===== src/rtl/pong_game_ctrl.sv =====
// pong_game_ctrl: game phase sequencer for the pong datapath.
// Gates ball/paddle motion, requests serves, keeps BCD score, lives and speed.
module pong_game_ctrl #(
    parameter int LIVES          = 3,
    parameter int SERVE_FRAMES   = 60,
    parameter int MISS_FRAMES    = 30,
    parameter int HITS_PER_LEVEL = 4,
    parameter int MAX_LEVEL      = 3
) (
    input  logic       CLK,
    input  logic       RST_N,
    input  logic       tick,
    input  logic       start_button,
    input  logic       hit,
    input  logic       miss,
    output logic       ball_load,
    output logic       ball_run,
    output logic       paddle_run,
    output logic [1:0] speed,
    output logic [3:0] score_tens,
    output logic [3:0] score_ones,
    output logic [1:0] lives,
    output logic [2:0] state,
    output logic       game_over
);
    localparam int FMAX = (SERVE_FRAMES > MISS_FRAMES) ? SERVE_FRAMES : MISS_FRAMES;
    localparam int FW   = $clog2(FMAX + 1);
    localparam int HW   = $clog2(HITS_PER_LEVEL + 1);

    typedef enum logic [2:0] {
        ST_ATTRACT = 3'd0,
        ST_SERVE   = 3'd1,
        ST_PLAY    = 3'd2,
        ST_MISS    = 3'd3,
        ST_OVER    = 3'd4
    } state_t;

    state_t        r_state, w_state_nx;
    logic          r_s1, r_s2, r_s3, r_press;
    logic [FW-1:0] r_frame, w_frame_nx;
    logic [HW-1:0] r_hits, w_hits_nx;
    logic [1:0]    r_speed, w_speed_nx;
    logic [1:0]    r_lives, w_lives_nx;
    logic [3:0]    r_tens, w_tens_nx;
    logic [3:0]    r_ones, w_ones_nx;
    logic          r_ball_load, r_ball_run, r_paddle_run, r_game_over;
    logic          w_new_game;

    always_comb begin
        w_state_nx = r_state;
        w_frame_nx = r_frame;
        w_hits_nx  = r_hits;
        w_speed_nx = r_speed;
        w_lives_nx = r_lives;
        w_tens_nx  = r_tens;
        w_ones_nx  = r_ones;
        w_new_game = 1'b0;
        case (r_state)
            ST_ATTRACT, ST_OVER: begin
                if (r_press) begin
                    w_new_game = 1'b1;
                    w_state_nx = ST_SERVE;
                end
            end
            ST_SERVE: begin
                if (tick) begin
                    if (r_frame == FW'(SERVE_FRAMES - 1))
                        w_state_nx = ST_PLAY;
                    else
                        w_frame_nx = r_frame + FW'(1);
                end
            end
            ST_PLAY: begin
                if (miss) begin
                    w_lives_nx = r_lives - 2'd1;
                    w_hits_nx  = '0;
                    w_speed_nx = 2'd0;
                    w_state_nx = ST_MISS;
                end else if (hit) begin
                    // BCD increment, saturating at 99
                    if (!(r_tens == 4'd9 && r_ones == 4'd9)) begin
                        if (r_ones == 4'd9) begin
                            w_ones_nx = 4'd0;
                            w_tens_nx = r_tens + 4'd1;
                        end else begin
                            w_ones_nx = r_ones + 4'd1;
                        end
                    end
                    if (r_hits == HW'(HITS_PER_LEVEL - 1)) begin
                        w_hits_nx = '0;
                        if (r_speed != 2'(MAX_LEVEL))
                            w_speed_nx = r_speed + 2'd1;
                    end else begin
                        w_hits_nx = r_hits + HW'(1);
                    end
                end
            end
            ST_MISS: begin
                if (tick) begin
                    if (r_frame == FW'(MISS_FRAMES - 1))
                        w_state_nx = (r_lives == 2'd0) ? ST_OVER : ST_SERVE;
                    else
                        w_frame_nx = r_frame + FW'(1);
                end
            end
            default: w_state_nx = ST_ATTRACT;
        endcase
        if (w_new_game) begin
            w_tens_nx  = 4'd0;
            w_ones_nx  = 4'd0;
            w_lives_nx = 2'(LIVES);
            w_speed_nx = 2'd0;
            w_hits_nx  = '0;
        end
        // every phase that counts frames starts from zero
        if (w_state_nx != r_state)
            w_frame_nx = '0;
    end

    always_ff @(posedge CLK or negedge RST_N) begin
        if (!RST_N) begin
            r_state      <= ST_ATTRACT;
            r_s1         <= 1'b1;
            r_s2         <= 1'b1;
            r_s3         <= 1'b1;
            r_press      <= 1'b0;
            r_frame      <= '0;
            r_hits       <= '0;
            r_speed      <= 2'd0;
            r_lives      <= 2'd0;
            r_tens       <= 4'd0;
            r_ones       <= 4'd0;
            r_ball_load  <= 1'b0;
            r_ball_run   <= 1'b0;
            r_paddle_run <= 1'b0;
            r_game_over  <= 1'b0;
        end else begin
            r_s1         <= start_button;
            r_s2         <= r_s1;
            r_s3         <= r_s2;
            r_press      <= r_s3 & ~r_s2;
            r_state      <= w_state_nx;
            r_frame      <= w_frame_nx;
            r_hits       <= w_hits_nx;
            r_speed      <= w_speed_nx;
            r_lives      <= w_lives_nx;
            r_tens       <= w_tens_nx;
            r_ones       <= w_ones_nx;
            r_ball_load  <= (w_state_nx == ST_SERVE) && (r_state != ST_SERVE);
            r_ball_run   <= (w_state_nx == ST_PLAY);
            r_paddle_run <= (w_state_nx == ST_ATTRACT) || (w_state_nx == ST_SERVE)
                            || (w_state_nx == ST_PLAY);
            r_game_over  <= (w_state_nx == ST_OVER);
        end
    end

    assign ball_load  = r_ball_load;
    assign ball_run   = r_ball_run;
    assign paddle_run = r_paddle_run;
    assign speed      = r_speed;
    assign score_tens = r_tens;
    assign score_ones = r_ones;
    assign lives      = r_lives;
    assign state      = r_state;
    assign game_over  = r_game_over;
endmodule


===== config.mk =====
export PLATFORM = sky130hd
export DESIGN_NAME = pong_game_ctrl
export DESIGN_NICKNAME = d
export VERILOG_FILES = /design/src/rtl/pong_game_ctrl.sv
export SDC_FILE = /design/constraint.sdc
export NUM_CORES = 1
export LEC_CHECK = 0
export BUFFER_PORTS_ARGS = -buffer_cell sky130_fd_sc_hd__buf_2
export CORE_MARGIN = 2
export CORE_UTILIZATION = 45
export CTS_CLUSTER_SIZE = 8
export DETAILED_ROUTE_END_ITERATION = 16
export PLACE_DENSITY_LB_ADDON = 0.05
export SLEW_MARGIN = 15
export SYNTH_ARGS = -nofsm -noshare
export SYNTH_HDL_FRONTEND = slang
export SYNTH_SLANG_ARGS = --single-unit

===== constraint.sdc =====
create_clock -name CLK -period 2.4 [get_ports CLK]
set_input_delay 0.12 -clock CLK [delete_from_list [all_inputs] [get_ports CLK]]
set_output_delay 0.12 -clock CLK [all_outputs]
set_load 0.03 [all_outputs]

==> flow_summary.json, run 1 <==
{
  "setup_viol": 0,
  "synth_top_area_share_pct": 40.5,
  "die_x_um": 67.1,
  "fp.dieArea_um2": 4500,
  "cpMaxStageDelayCell": "dfrtp_1",
  "syn-num-nets": 189,
  "period_share_pct": 83.1,
  "dr_total_vias": 1436,
  "placementRows": 22,
  "hold_path_class": "in -> reg",
  "wl_um": 3740,
  "status": "finished clean",
  "min_period_ns": 1.99,
  "track_usage_pct": 19.1,
  "maxCapViolCount": 0,
  "htreeDepth": 2,
  "ys_dominant_reg_cell": "dfrtp_1",
  "numCtsBuffers": 5,
  "core_area_um2": 3740,
  "detail-route-antenna-nets": 0,
  "synth_area_leaders": "dfrtp_1 (41%), ha_1 (6.3%), dfstp_2 (4.4%)",
  "hpwl_um": 2670,
  "ys_ff_latch": 32,
  "initial_core_util_pct": 47.9,
  "synthToLayoutAreaGrowth_pct": 16.3,
  "end_kind": "flop",
  "rsz0062_at_grt": "no",
  "powerDensity_nw_per_um2": 825,
  "grt_pass1_wl_um": 6470,
  "antenna_found_initial": 0,
  "yosysWarnings": 0,
  "post_drt_via_cell_ratio": 5.65,
  "synth-seq-area-share_pct": 44.9,
  "antennaDiodeCount": 0,
  "hold_viol_final": 0,
  "place_area_um2": 1970,
  "final_area_um2": 2080,
  "worst_pin_slew_ns": 0.699,
  "cts_root_buffer": "clkbuf_8",
  "grt_pass1_vias": 1411,
  "syn_area_per_cell_um2": 10.3,
  "synthCells": 174,
  "cp.required_ns": 2.62,
  "cts_setup_buffers": 0,
  "hold_slack_ns": 0.192,
  "syn_area_um2": 1790,
  "crit_chain": "nand4bb_1, nor4b_1, mux2_2, nor2_1",
  "slew_viol_final": 0,
  "drc": 0,
  "stdcell_count": 254,
  "n_fill_cell": 379,
  "routedWlPerCell_um": 14.7,
  "first_iter_violations": 79,
  "routabilityCongestion": 0.879,
  "placedCellCount": 244,
  "cp_data_arrival_time_ns": 2.21,
  "die_y_um": 67.1,
  "drive_gt1_share_pct": 25.2,
  "yosys.area.top_type": "dfrtp_1",
  "relSlewSlack_pct": 53.4,
  "gr-total-overflow": 0,
  "io_pins": 25,
  "io_buffers": 24,
  "nNetsFinal": 220,
  "clk_pin_slew_ns": 0.07,
  "grt_start_max_net_pins": 33,
  "worst-setup-path-type": "reg -> reg",
  "cts_buffer_depth": 2,
  "ff2ff_setup_slack_ns": 0.41,
  "cp-start-kind": "flop",
  "cts-resized-gates": 0,
  "leakage_nw": 0.946,
  "dr.pass1.iters": 4,
  "async_flop_share_pct": 100,
  "slowest_delay_ns": 0.56,
  "ys_types": 55,
  "fin_worst_skew_ns": 0.00241,
  "cts_tree": "built",
  "synth-edff-count": 0,
  "fmax_ghz": 0.502,
  "fin_tns_setup_ns": 0,
  "insertion_delay_ns": 0.28,
  "worstPathMaxFanout": 15,
  "clock-sinks": 32,
  "peakVddDrop_v": 0.000401
}
[power by group]
group | switching (mW) | leakage [nW] | internal (mW)
logic | 0.300 | 0.502 | 0.217
registers | 0.126 | 0.401 | 0.639
clock network | 0.206 | 0.0434 | 0.232
total | 0.632 | 0.946 | 1.09
[per-layer routing]
layer | vias to the layer above | GRT usage [%] | share of wire, %
li1 | 704 | - | -
met1 | 709 | 24.5 | 48
met2 | 18 | 31.2 | 47
met3 | 5 | 5.41 | 3.5
met4 | 0 | 6.12 | 0.83
met5 | - | 0 | 0
[cell families after synthesis]
group           after synthesis  synth area share (%)
xor+xnor                      4                  1.96
compound gates               40                  16.6
mux                           4                  2.37
flops                        32                  44.9
buf+inv                      22                  5.38
fa+ha+maj                     9                  6.29
simple gates                 63                  22.6
[metrics by stage]
step                      setup slack [ns]  utilization [%]  total power [mW]
final                                0.406             55.6              1.72
after global placement               0.492             52.5              1.27
after CTS                            0.391             55.6              1.74
after global routing                 0.197             55.6              1.84
after floorplan                      0.514                -              1.14
after detailed placement             0.403             52.5              1.29
[synth_stat cells, drive strengths merged, types with 3 or more instances]
library cell	count
a2111oi	3
a21oi	9
a32o	3
and2	4
buf	4
dfrtp	29
dfstp	3
ha	9
inv	16
nand2	5
nand3	6
nand3b	4
nor2	11
nor3	8
nor3b	3
nor4	3
nor4b	3
o21ai	6
or4	3
xnor2	4
[cell type report]
class	instances	area [um^2]	area share (%)
Clock inverter	2	15.0	0.721
Tap cell	48	60.1	2.88
Timing Repair Buffer	30	170	8.17
Clock buffer	6	82.6	3.96
Sequential cell	32	805	38.6
Multi-Input combinational cell	120	891	42.8
Inverter	16	60.1	2.88
[repair_timing]
action | CTS | global route
setup endpoints to repair | 0 | 0
hold buffers | 2 | 0
endpoints found under the hold margin | 30 | 0
[worst max-delay path: cells and delay by family (launching register included)]
kind / cells / cell delay, ns
simple gates: 3 / 0.98
flops: 1 / 0.56
mux: 1 / 0.39
[flip-flops by register name, indices dropped and copies added, names as in the netlist]
register	count
paddle_run	1
score_ones	4
ball_load	1
speed	2
r_frame	6
score_tens	4
r_s2	1
lives	2
r_s1	1
game_over	1
state	3
r_hits	3
r_s3	1
ball_run	1
r_press	1
[path summary, 6_finish.rpt]
check / start / to / depth (start not counted)
setup / recovery: state[0] / score_tens[1] / 4
hold / removal: hit / speed[1] / 3
setup reg to reg: state[0] / score_tens[1] / 4
hold reg to reg: r_s1 / r_s2 / 0
max in group asynchronous: RST_N / state[0] / 2
min in group asynchronous: RST_N / speed[0] / 2
[cell usage in the layout (no fill, tap or decap), types with 4 or more instances in the layout]
master / netlist / routed
nand3_1: 6 / 6
a21oi_1: 9 / 9
nor3_1: 8 / 8
o21ai_0: 6 / 6
nor2_1: 11 / 11
clkbuf_8: 0 / 6
ha_1: 9 / 9
inv_1: 16 / 16
nand2_1: 5 / 5
buf_2: 2 / 24
dfrtp_1: 29 / 29
buf_4: 1 / 4
xnor2_1: 4 / 4
Power figures use the tool's default switching activity.
==> run 2: changes to the inputs <==
==> constraint.sdc (replaced) <==
create_clock -name CLK -period 1.8 [get_ports CLK]
set_input_delay 0.09 -clock CLK [delete_from_list [all_inputs] [get_ports CLK]]
set_output_delay 0.09 -clock CLK [all_outputs]
set_load 0.03 [all_outputs]
==> run 2 against run 1 <==
Compared with the run above:
- combinational power grew 93%
- power grew 49%
- hold slack lost 0.032 ns
- critical path depth grew 1
- largest power group is now combinational cells
- sequential share of layout area shrank 4.1 points
- clock power grew 28%
- core utilization grew 6.8 points
==> flow_summary.json, run 2 (same netlist as run 1, synthesis figures left out) <==
{
  "clock-sinks": 32,
  "relSlewSlack_pct": 52.9,
  "worst_pin_slew_ns": 0.706,
  "clk_pin_slew_ns": 0.07,
  "nNetsFinal": 241,
  "fmax_ghz": 0.559,
  "die_y_um": 67.1,
  "cp-start-kind": "flop",
  "cts_buffer_depth": 2,
  "io_buffers": 24,
  "drive_gt1_share_pct": 39.2,
  "powerDensity_nw_per_um2": 1090,
  "pwr-share-comb_pct": 39.2,
  "numCtsBuffers": 5,
  "hold_path_class": "in -> reg",
  "period_share_pct": 99.4,
  "largest_register": "r_frame",
  "min_path_cells": 3,
  "worstPathMaxFanout": 5,
  "cts_root_buffer": "clkbuf_8",
  "grt_start_max_net_pins": 33,
  "antenna_found_initial": 0,
  "hpwl_um": 2880,
  "drc": 0,
  "multiInputGateArea_um2": 990,
  "setup_viol": 0,
  "slew_viol_final": 0,
  "cp.required_ns": 2.01,
  "maxCapViolCount": 0,
  "met2_usage_pct": 32.7,
  "synthToLayoutAreaGrowth_pct": 30.4,
  "leakage_nw": 1.05,
  "die_x_um": 67.1,
  "initial_core_util_pct": 47.9,
  "fin_tns_setup_ns": 0,
  "dr.pass1.iters": 4,
  "switching_share_pct": 37.9,
  "r2r_cells": 5,
  "p_switching_mw": 0.969,
  "cpMaxStageDelayCell": "or4_4",
  "cts_tree": "built",
  "gr-total-overflow": 0,
  "insertion_delay_ns": 0.29,
  "crit_chain": "ha_2, and4bb_2, and3_4, or4_4, a211oi_2",
  "clockPowerShare_pct": 21.9,
  "place_area_um2": 2080,
  "largest_register_ffs": 6,
  "gr-max-usage-layer": "met2",
  "detail-route-antenna-nets": 0,
  "end_kind": "flop",
  "use_met1_pct": 26.5,
  "min_period_ns": 1.79,
  "peakVddDrop_v": 0.000524,
  "slowest_delay_ns": 0.48,
  "worst-setup-path-type": "reg -> reg",
  "io_pins": 25,
  "placementRows": 22,
  "rsz0062_at_grt": "yes",
  "dr_total_vias": 1535,
  "cp_data_arrival_time_ns": 2.00,
  "fp.dieArea_um2": 4500,
  "layout_commonest_cell": "dfrtp_1",
  "fin_worst_skew_ns": 0.00504,
  "track_usage_pct": 20.4,
  "n_fill_cell": 331,
  "first_iter_violations": 77,
  "grt_pass1_vias": 1542,
  "grt_pass1_wl_um": 6890,
  "routabilityCongestion": 0.868,
  "final_area_um2": 2340,
  "mostFrequentLayoutCells": "dfrtp_1 (27), buf_4 (25), buf_2 (24), inv_1 (15), nor2_1 (11)",
  "routedWlPerCell_um": 15.2,
  "met3_usage_pct": 3.55,
  "post_drt_via_cell_ratio": 5.58,
  "hold_viol_final": 0,
  "cellInternalPower_mw": 1.59,
  "seq_power_share_pct": 38.9,
  "seqCellArea_um2": 807,
  "wl_um": 4190,
  "status": "finished clean",
  "htreeDepth": 2,
  "core_area_um2": 3740,
  "antennaDiodeCount": 0
}
-- run 2: power by group through the flow --
stage | Combinational, mW | Sequential, mW | Clock, mW
2_1_floorplan | 0.457 | 1.07 | 0
3_3_place_gp | 0.779 | 0.996 | 0
3_5_place_dp | 0.808 | 1.00 | 0
4_1_cts | 0.864 | 0.992 | 0.581
5_1_grt | 1.09 | 1.01 | 0.613
6_report | 1.00 | 0.994 | 0.561
-- run 2: repair_timing --
| item | in CTS | in global routing |
|---|---|---|
| buffers inserted | 1 | 6 |
| endpoints found under the hold margin | 30 | 0 |
| pin swaps | 0 | 3 |
| hold buffers | 2 | 0 |
| resized for setup | 6 | 10 |
| setup endpoints to repair | 3 | 12 |
-- run 2: stage by stage --
stage | hold slack (ns) | power, mW | utilization [%] | instances | worst slack, ns
final | 0.160 | 2.55 | 62.4 | 275 | 0.0102
after floorplan | -0.206 | 1.53 | - | 174 | 0.00764
after global routing | 0.155 | 2.71 | 62.4 | 275 | -0.0559
after detailed placement | 0.197 | 1.81 | 55.6 | 258 | -0.0739
after global placement | 0.173 | 1.77 | 55.6 | 258 | 0.0249
after CTS | 0.147 | 2.44 | 59.5 | 269 | 0.000296
-- run 2: final timing paths --
path / start / to / slack, ns
worst max-delay path: r_frame[0] / r_frame[2] / 0.01
worst min register to register: r_s1 / r_s2 / 0.36
min in group asynchronous: RST_N / score_ones[0] / 0.38
worst max register to register: r_frame[0] / r_frame[2] / 0.01
worst min-delay path: hit / speed[0] / 0.16
max in group asynchronous: RST_N / state[1] / 0.91
-- run 2: critical path, delay by kind of cell, from the launching register on --
| kind | cells | cell delay, ns |
|---|---|---|
| compound gates | 1 | 0.17 |
| simple gates | 3 | 0.92 |
| fa+ha+maj | 1 | 0.20 |
| flops | 1 | 0.42 |
-- run 2: cell type report --
cell class / count / area share, %
Sequential cell: 32 / 34.5
Inverter: 16 / 2.57
Multi-Input combinational cell: 120 / 42.3
Timing Repair Buffer: 51 / 14.0
Clock buffer: 5 / 2.94
Clock inverter: 3 / 1.02
Tap cell: 48 / 2.57
-- run 2: layer usage --
layer,vias to the layer above,wire length [um]
met1,746,1920
met5,-,0
met4,0,94
li1,748,-
met2,30,2070
met3,11,109
